--- config.mk ---
export PLATFORM = sky130hd
export DESIGN_NAME = ctrl_sequencer
export DESIGN_NICKNAME = d
export VERILOG_FILES = /design/src/rtl/mccoy_pkg.sv /design/src/rtl/ctrl_decode_rom.sv /design/src/rtl/ctrl_sequencer.sv
export SDC_FILE = /design/constraint.sdc
export NUM_CORES = 1
export LEC_CHECK = 0
export CORE_MARGIN = 2
export CORE_UTILIZATION = 55
export CTS_BUF_LIST = sky130_fd_sc_hd__clkbuf_8
export DETAILED_ROUTE_END_ITERATION = 10
export PLACE_DENSITY = 0.83
export SLEW_MARGIN = 20
export SYNTH_ARGS = -nofsm -noshare
export SYNTH_HDL_FRONTEND = slang
export SYNTH_HIERARCHICAL = 1
export SYNTH_SLANG_ARGS = --single-unit
--- constraint.sdc ---
create_clock -name clk -period 2.8 [get_ports clk]
set_input_delay 0.56 -clock clk [delete_from_list [all_inputs] [get_ports clk]]
set_output_delay 0.56 -clock clk [all_outputs]
set_load 0.05 [all_outputs]
--- src/rtl/mccoy_pkg.sv ---
// Shared definitions for the McCoy control path: opcodes, ALU and x8 source
// encodings, the decoded control word and the sequencer state type.
package mccoy_pkg;

    localparam logic [3:0] OP_LI  = 4'd0;
    localparam logic [3:0] OP_JA  = 4'd1;
    localparam logic [3:0] OP_BEZ = 4'd2;
    localparam logic [3:0] OP_ADD = 4'd3;
    localparam logic [3:0] OP_LR  = 4'd4;
    localparam logic [3:0] OP_NOT = 4'd5;
    localparam logic [3:0] OP_SR  = 4'd6;
    localparam logic [3:0] OP_AND = 4'd7;
    localparam logic [3:0] OP_OR  = 4'd8;

    localparam logic [1:0] ALU_ADD = 2'd0;
    localparam logic [1:0] ALU_NOT = 2'd1;
    localparam logic [1:0] ALU_AND = 2'd2;
    localparam logic [1:0] ALU_OR  = 2'd3;

    localparam logic [1:0] X8_REG = 2'd0;
    localparam logic [1:0] X8_IMM = 2'd1;
    localparam logic [1:0] X8_ALU = 2'd2;

    // alu_fun is carried at its widest; the top trims it to ALU_W
    typedef struct packed {
        logic       bez;
        logic       ja;
        logic       op1;
        logic [1:0] op2;
        logic [1:0] alu_fun;
        logic       write_reg;
        logic       write_x8;
        logic [1:0] x8_sel;
    } ctl_t;

    typedef enum logic [1:0] {
        ST_IDLE  = 2'd0,
        ST_MEM   = 2'd1,
        ST_ISSUE = 2'd2
    } state_t;

endpackage

--- src/rtl/ctrl_decode_rom.sv ---
// Combinational opcode decode: control word, illegal flag and memory-phase flag.
module ctrl_decode_rom
    import mccoy_pkg::*;
#(
    parameter int OP_W  = 3,
    parameter int ALU_W = 1
) (
    input  logic [OP_W-1:0] opcode,
    output ctl_t            ctl,
    output logic            illegal,
    output logic            is_mem
);

    localparam logic [1:0] ALU_MASK = (ALU_W == 2) ? 2'b11 : 2'b01;

    logic [3:0] op;
    assign op = 4'(opcode);

    always_comb begin
        ctl     = '0;
        illegal = 1'b0;
        is_mem  = 1'b0;
        case (op)
            OP_LI: begin
                ctl.write_x8 = 1'b1;
                ctl.x8_sel   = X8_IMM;
            end
            OP_JA: begin
                ctl.ja  = 1'b1;
                ctl.op1 = 1'b1;
                ctl.op2 = 2'd1;
            end
            OP_BEZ: begin
                ctl.bez = 1'b1;
                ctl.op2 = 2'd1;
            end
            OP_ADD, OP_NOT: begin
                ctl.op1      = 1'b1;
                ctl.alu_fun  = (op == OP_NOT) ? ALU_NOT : ALU_ADD;
                ctl.write_x8 = 1'b1;
                ctl.x8_sel   = X8_ALU;
            end
            OP_LR: begin
                ctl.write_x8 = 1'b1;
                ctl.x8_sel   = X8_REG;
                is_mem       = 1'b1;
            end
            OP_SR: begin
                ctl.write_reg = 1'b1;
                is_mem        = 1'b1;
            end
            // and/or exist only in the wide encoding; with 3-bit opcodes 7 is illegal
            OP_AND, OP_OR: begin
                if (OP_W == 4) begin
                    ctl.op1      = 1'b1;
                    ctl.alu_fun  = (op == OP_AND) ? ALU_AND : ALU_OR;
                    ctl.write_x8 = 1'b1;
                    ctl.x8_sel   = X8_ALU;
                end else begin
                    illegal = 1'b1;
                end
            end
            default: illegal = 1'b1;
        endcase
        ctl.alu_fun = ctl.alu_fun & ALU_MASK;
    end

endmodule

--- src/rtl/ctrl_sequencer.sv ---
// Registered, handshaked control unit: accepts opcodes, runs lr/sr through a
// timed memory phase and holds the decoded word until execute consumes it.
//
//   state    | meaning
//   ST_IDLE  | no word held, ready for an opcode
//   ST_MEM   | lr/sr waiting for mem_ack, timeout counter running
//   ST_ISSUE | control word valid, waiting for ctl_ready
module ctrl_sequencer
    import mccoy_pkg::*;
#(
    parameter int OP_W   = 3,
    parameter int ALU_W  = 1,
    parameter int MEM_TO = 15
) (
    input  logic             clk,
    input  logic             rst,
    input  logic             in_valid,
    output logic             in_ready,
    input  logic [OP_W-1:0]  opcode,
    output logic             ctl_valid,
    input  logic             ctl_ready,
    output logic             bez,
    output logic             ja,
    output logic             op1,
    output logic             write_reg,
    output logic             write_x8,
    output logic [ALU_W-1:0] alu_fun,
    output logic [1:0]       op2,
    output logic [1:0]       x8_sel,
    output logic             mem_req,
    input  logic             mem_ack,
    output logic             illegal,
    output logic             mem_fault,
    output logic             busy
);

    state_t     state;
    ctl_t       ctl_q;
    ctl_t       word_q;
    logic [7:0] cnt;
    ctl_t       dec_ctl;
    logic       dec_illegal;
    logic       dec_mem;
    logic       accept;

    ctrl_decode_rom #(.OP_W(OP_W), .ALU_W(ALU_W)) u_rom (
        .opcode  (opcode),
        .ctl     (dec_ctl),
        .illegal (dec_illegal),
        .is_mem  (dec_mem)
    );

    assign in_ready = (state == ST_IDLE) || (state == ST_ISSUE && ctl_ready);
    assign accept   = in_valid && in_ready;
    assign busy     = (state != ST_IDLE);

    always_ff @(posedge clk or posedge rst) begin
        if (rst) begin
            state     <= ST_IDLE;
            ctl_q     <= '0;
            word_q    <= '0;
            cnt       <= '0;
            ctl_valid <= 1'b0;
            mem_req   <= 1'b0;
            illegal   <= 1'b0;
            mem_fault <= 1'b0;
        end else begin
            illegal   <= 1'b0;
            mem_fault <= 1'b0;
            case (state)
                ST_IDLE, ST_ISSUE: begin
                    if (accept) begin
                        if (dec_illegal) begin
                            illegal   <= 1'b1;
                            state     <= ST_IDLE;
                            ctl_valid <= 1'b0;
                            ctl_q     <= '0;
                        end else if (dec_mem) begin
                            // word parked until the memory phase completes
                            state     <= ST_MEM;
                            word_q    <= dec_ctl;
                            mem_req   <= 1'b1;
                            cnt       <= '0;
                            ctl_valid <= 1'b0;
                            ctl_q     <= '0;
                        end else begin
                            state     <= ST_ISSUE;
                            ctl_q     <= dec_ctl;
                            ctl_valid <= 1'b1;
                        end
                    end else if (state == ST_IDLE || ctl_ready) begin
                        state     <= ST_IDLE;
                        ctl_valid <= 1'b0;
                        ctl_q     <= '0;
                    end
                end
                ST_MEM: begin
                    // ack is checked first so it wins a same-cycle timeout
                    if (mem_ack) begin
                        state     <= ST_ISSUE;
                        ctl_q     <= word_q;
                        ctl_valid <= 1'b1;
                        mem_req   <= 1'b0;
                        cnt       <= '0;
                    end else if (cnt == 8'(MEM_TO - 1)) begin
                        state     <= ST_IDLE;
                        mem_fault <= 1'b1;
                        mem_req   <= 1'b0;
                        cnt       <= '0;
                    end else begin
                        cnt <= cnt + 8'd1;
                    end
                end
                default: begin
                    state     <= ST_IDLE;
                    ctl_valid <= 1'b0;
                    mem_req   <= 1'b0;
                    ctl_q     <= '0;
                end
            endcase
        end
    end

    assign bez       = ctl_q.bez;
    assign ja        = ctl_q.ja;
    assign op1       = ctl_q.op1;
    assign op2       = ctl_q.op2;
    assign alu_fun   = ctl_q.alu_fun[ALU_W-1:0];
    assign write_reg = ctl_q.write_reg;
    assign write_x8  = ctl_q.write_x8;
    assign x8_sel    = ctl_q.x8_sel;

    logic unused_alu_bits;
    assign unused_alu_bits = ^ctl_q.alu_fun;

endmodule

==> results by group <==
Global routing
  • First-pass GRT wire length: 6050 µm
  • Pin count of the biggest net entering global routing: 35
  • Grt total ovfl: 0
  • Initial antenna violation count: 0
  • GRT Util Overall: 0.226
  • Vias in the first global route: 1334

Power
  • Internal power: 970 µW
  • Sw frac: 0.324
  • Clk network pwr share: 0.315
  • Worst vdd ir: 0.387 mV
  • Share of power burned in registers: 0.429
  • Psw: 466 µW
  • Pwr dens: 662 nW/µm²
  • Pwr Total: 1440 µW
  • Comb pwr share: 0.255
  • Lkg Pwr: 0.00100 µW

Finish
  • Layout area overhead: 24.0%
  • # diodes: 0
  • Design area: 2170 µm²
  • Max reg flops: 10
  • Post-layout nets: 208
  • Top Registers: word_q x10, cnt x8
  • Top reg by flops: word_q
  • Share of post-route cells with drive strength above 1: 0.138

Route
  • First-pass DRT Iterations: 4
  • Final ANT Viol Nets: 0
  • DR DRC count: 0
  • DR WL/cell: 14.6 µm
  • Via count: 1323
  • Starting DRC count in detailed routing: 64
  • Vias per inst: 5.54
  • Total Routed Length: 3490 µm

Die
  • Die Span Y: 60.4 µm
  • Row cnt: 20
  • Die area: 3650 µm²
  • Core ar.: 3030 µm²
  • Die width: 60.4 µm
  • Initial Utilization: 0.578
  • Io pins: 24

STA
  • Pins Over Slew Limit: 0
  • Fin crit share: 0.881
  • Achievable Freq: 405 MHz
  • Hold WS: 0.483 ns
  • Clock Skew: 0.00304 ns
  • Hold Fails Final Rpt: 0
  • Unrepaired setup endpoints after global routing: no
  • Final WS setup: 0.333 ns
  • Setup_tns: 0 ns
  • Least-Margin Pin Slew: 0.820 ns
  • Final min period: 2.47 ns
  • Slew Limit Headroom: 0.452
  • Final setup vio count: 0

Worst setup path
  • Critical Path RT: 2.98 ns
  • Critical path class: in2reg
  • Setup crit end kind: flop
  • Worst path arrival time: 2.64 ns
  • CP startpoint kind: input pin
  • Worst Path Max Fanout: 12

Yosys
  • Mapped Area: 1750 µm²
  • Synth Instances: 166
  • Synthesis warning total: 6
  • Syn nets: 180
  • Syn Area/Cell: 10.5 µm²

Clock tree
  • Clock buffer depth: 2
  • CTS hold repair buffers: 0
  • Root buffer cell: clkbuf_8
  • Total CTS buffers: 5
  • Post-CTS sizing: 0
  • CTS tree: yes
  • Reg clk slew, reported paths: 0.07 ns
  • Post-CTS setup buffers: 0
  • Clk_lat worst skew: 0.29 ns
  • Sink Count: 34
  • H-tree depth: 2

Run status
  • Status: finished, final reports clean

Placed design
  • DPL Wire Length: 2520 µm
  • Routability cong.: 0.749
  • Post-Place Cell Area: 2050 µm²
  • # port buffers: 23
  • Dpl ws: -0.241 ns

Worst hold path
  • Type of the worst min-delay path: reg2reg

Run
  • Max-cap violations: 0
## critical path: stages
cell	delay, ns
clkdlybuf4s50_1	0.53
ha_1	0.21
nand2b_4	0.07
nor3b_2	0.16
and3b_1	0.23
and2_1	0.49
mux2_2	0.40
## area by class of cell
cell class | count | area (µm²)
fillers | 230 | 858
flip-flops and latches | 34 | 851
multi-input cells | 116 | 838
repair buffers | 28 | 278
clock buffers | 5 | 68.8
well taps | 44 | 55.1
clock inverters | 3 | 45.0
inverters | 9 | 33.8
## layer usage
metal,part of all wire,GRT usage,vias to the layer above
met2,0.52,0.391,30
met1,0.43,0.277,643
met3,0.039,0.0597,6
met4,0.016,0.0698,0
li1,-,-,644
met5,0,0,-
## final timing paths
path	startpoint	endpoint	slack, ns	cells past startpoint
max	opcode[0]	word_q[9]	0.33	7
min reg2reg	alu_fun	alu_fun	0.48	2
min in group asynchronous	rst	op2[1]	0.66	3
max reg2reg	state[0]	word_q[9]	0.96	4
max in group asynchronous	rst	word_q[8]	1.84	3
min	alu_fun	alu_fun	0.48	2
## through the flow
step / std cells / util
after floorplan: 166 / -
after global placement: 231 / 0.676
after detailed placement: 231 / 0.676
after CTS: 239 / 0.714
after global routing: 239 / 0.717
final: 239 / 0.717
## power by group through the flow
stage                     logic, µW  clock network (µW)  registers [µW]
after global placement          356                   0             619
after global routing            395                 487             624
after floorplan                 176                   0             686
final                           367                 453             616
after CTS                       368                 458             615
after detailed placement        365                   0             625
## placed cells by master (no fill, tap or decap), types with 2 or more instances in the layout
master / count
dfrtp_1: 34
clkdlybuf4s50_1: 22
nand2_1: 17
inv_1: 8
o21ai_0: 8
mux2_1: 8
a22oi_1: 7
nand2b_1: 6
a22o_1: 6
a21oi_1: 6
ha_1: 6
nor2_1: 5
clkbuf_8: 5
buf_4: 5
and2_1: 3
nand4_1: 3
and3_1: 3
nor3_1: 3
o21ai_1: 3
and2b_1: 3
nor2b_1: 2
or2_2: 2
nand3_1: 2
mux2_2: 2
clkinvlp_4: 2
No activity file was read; power rests on OpenSTA's default activity.
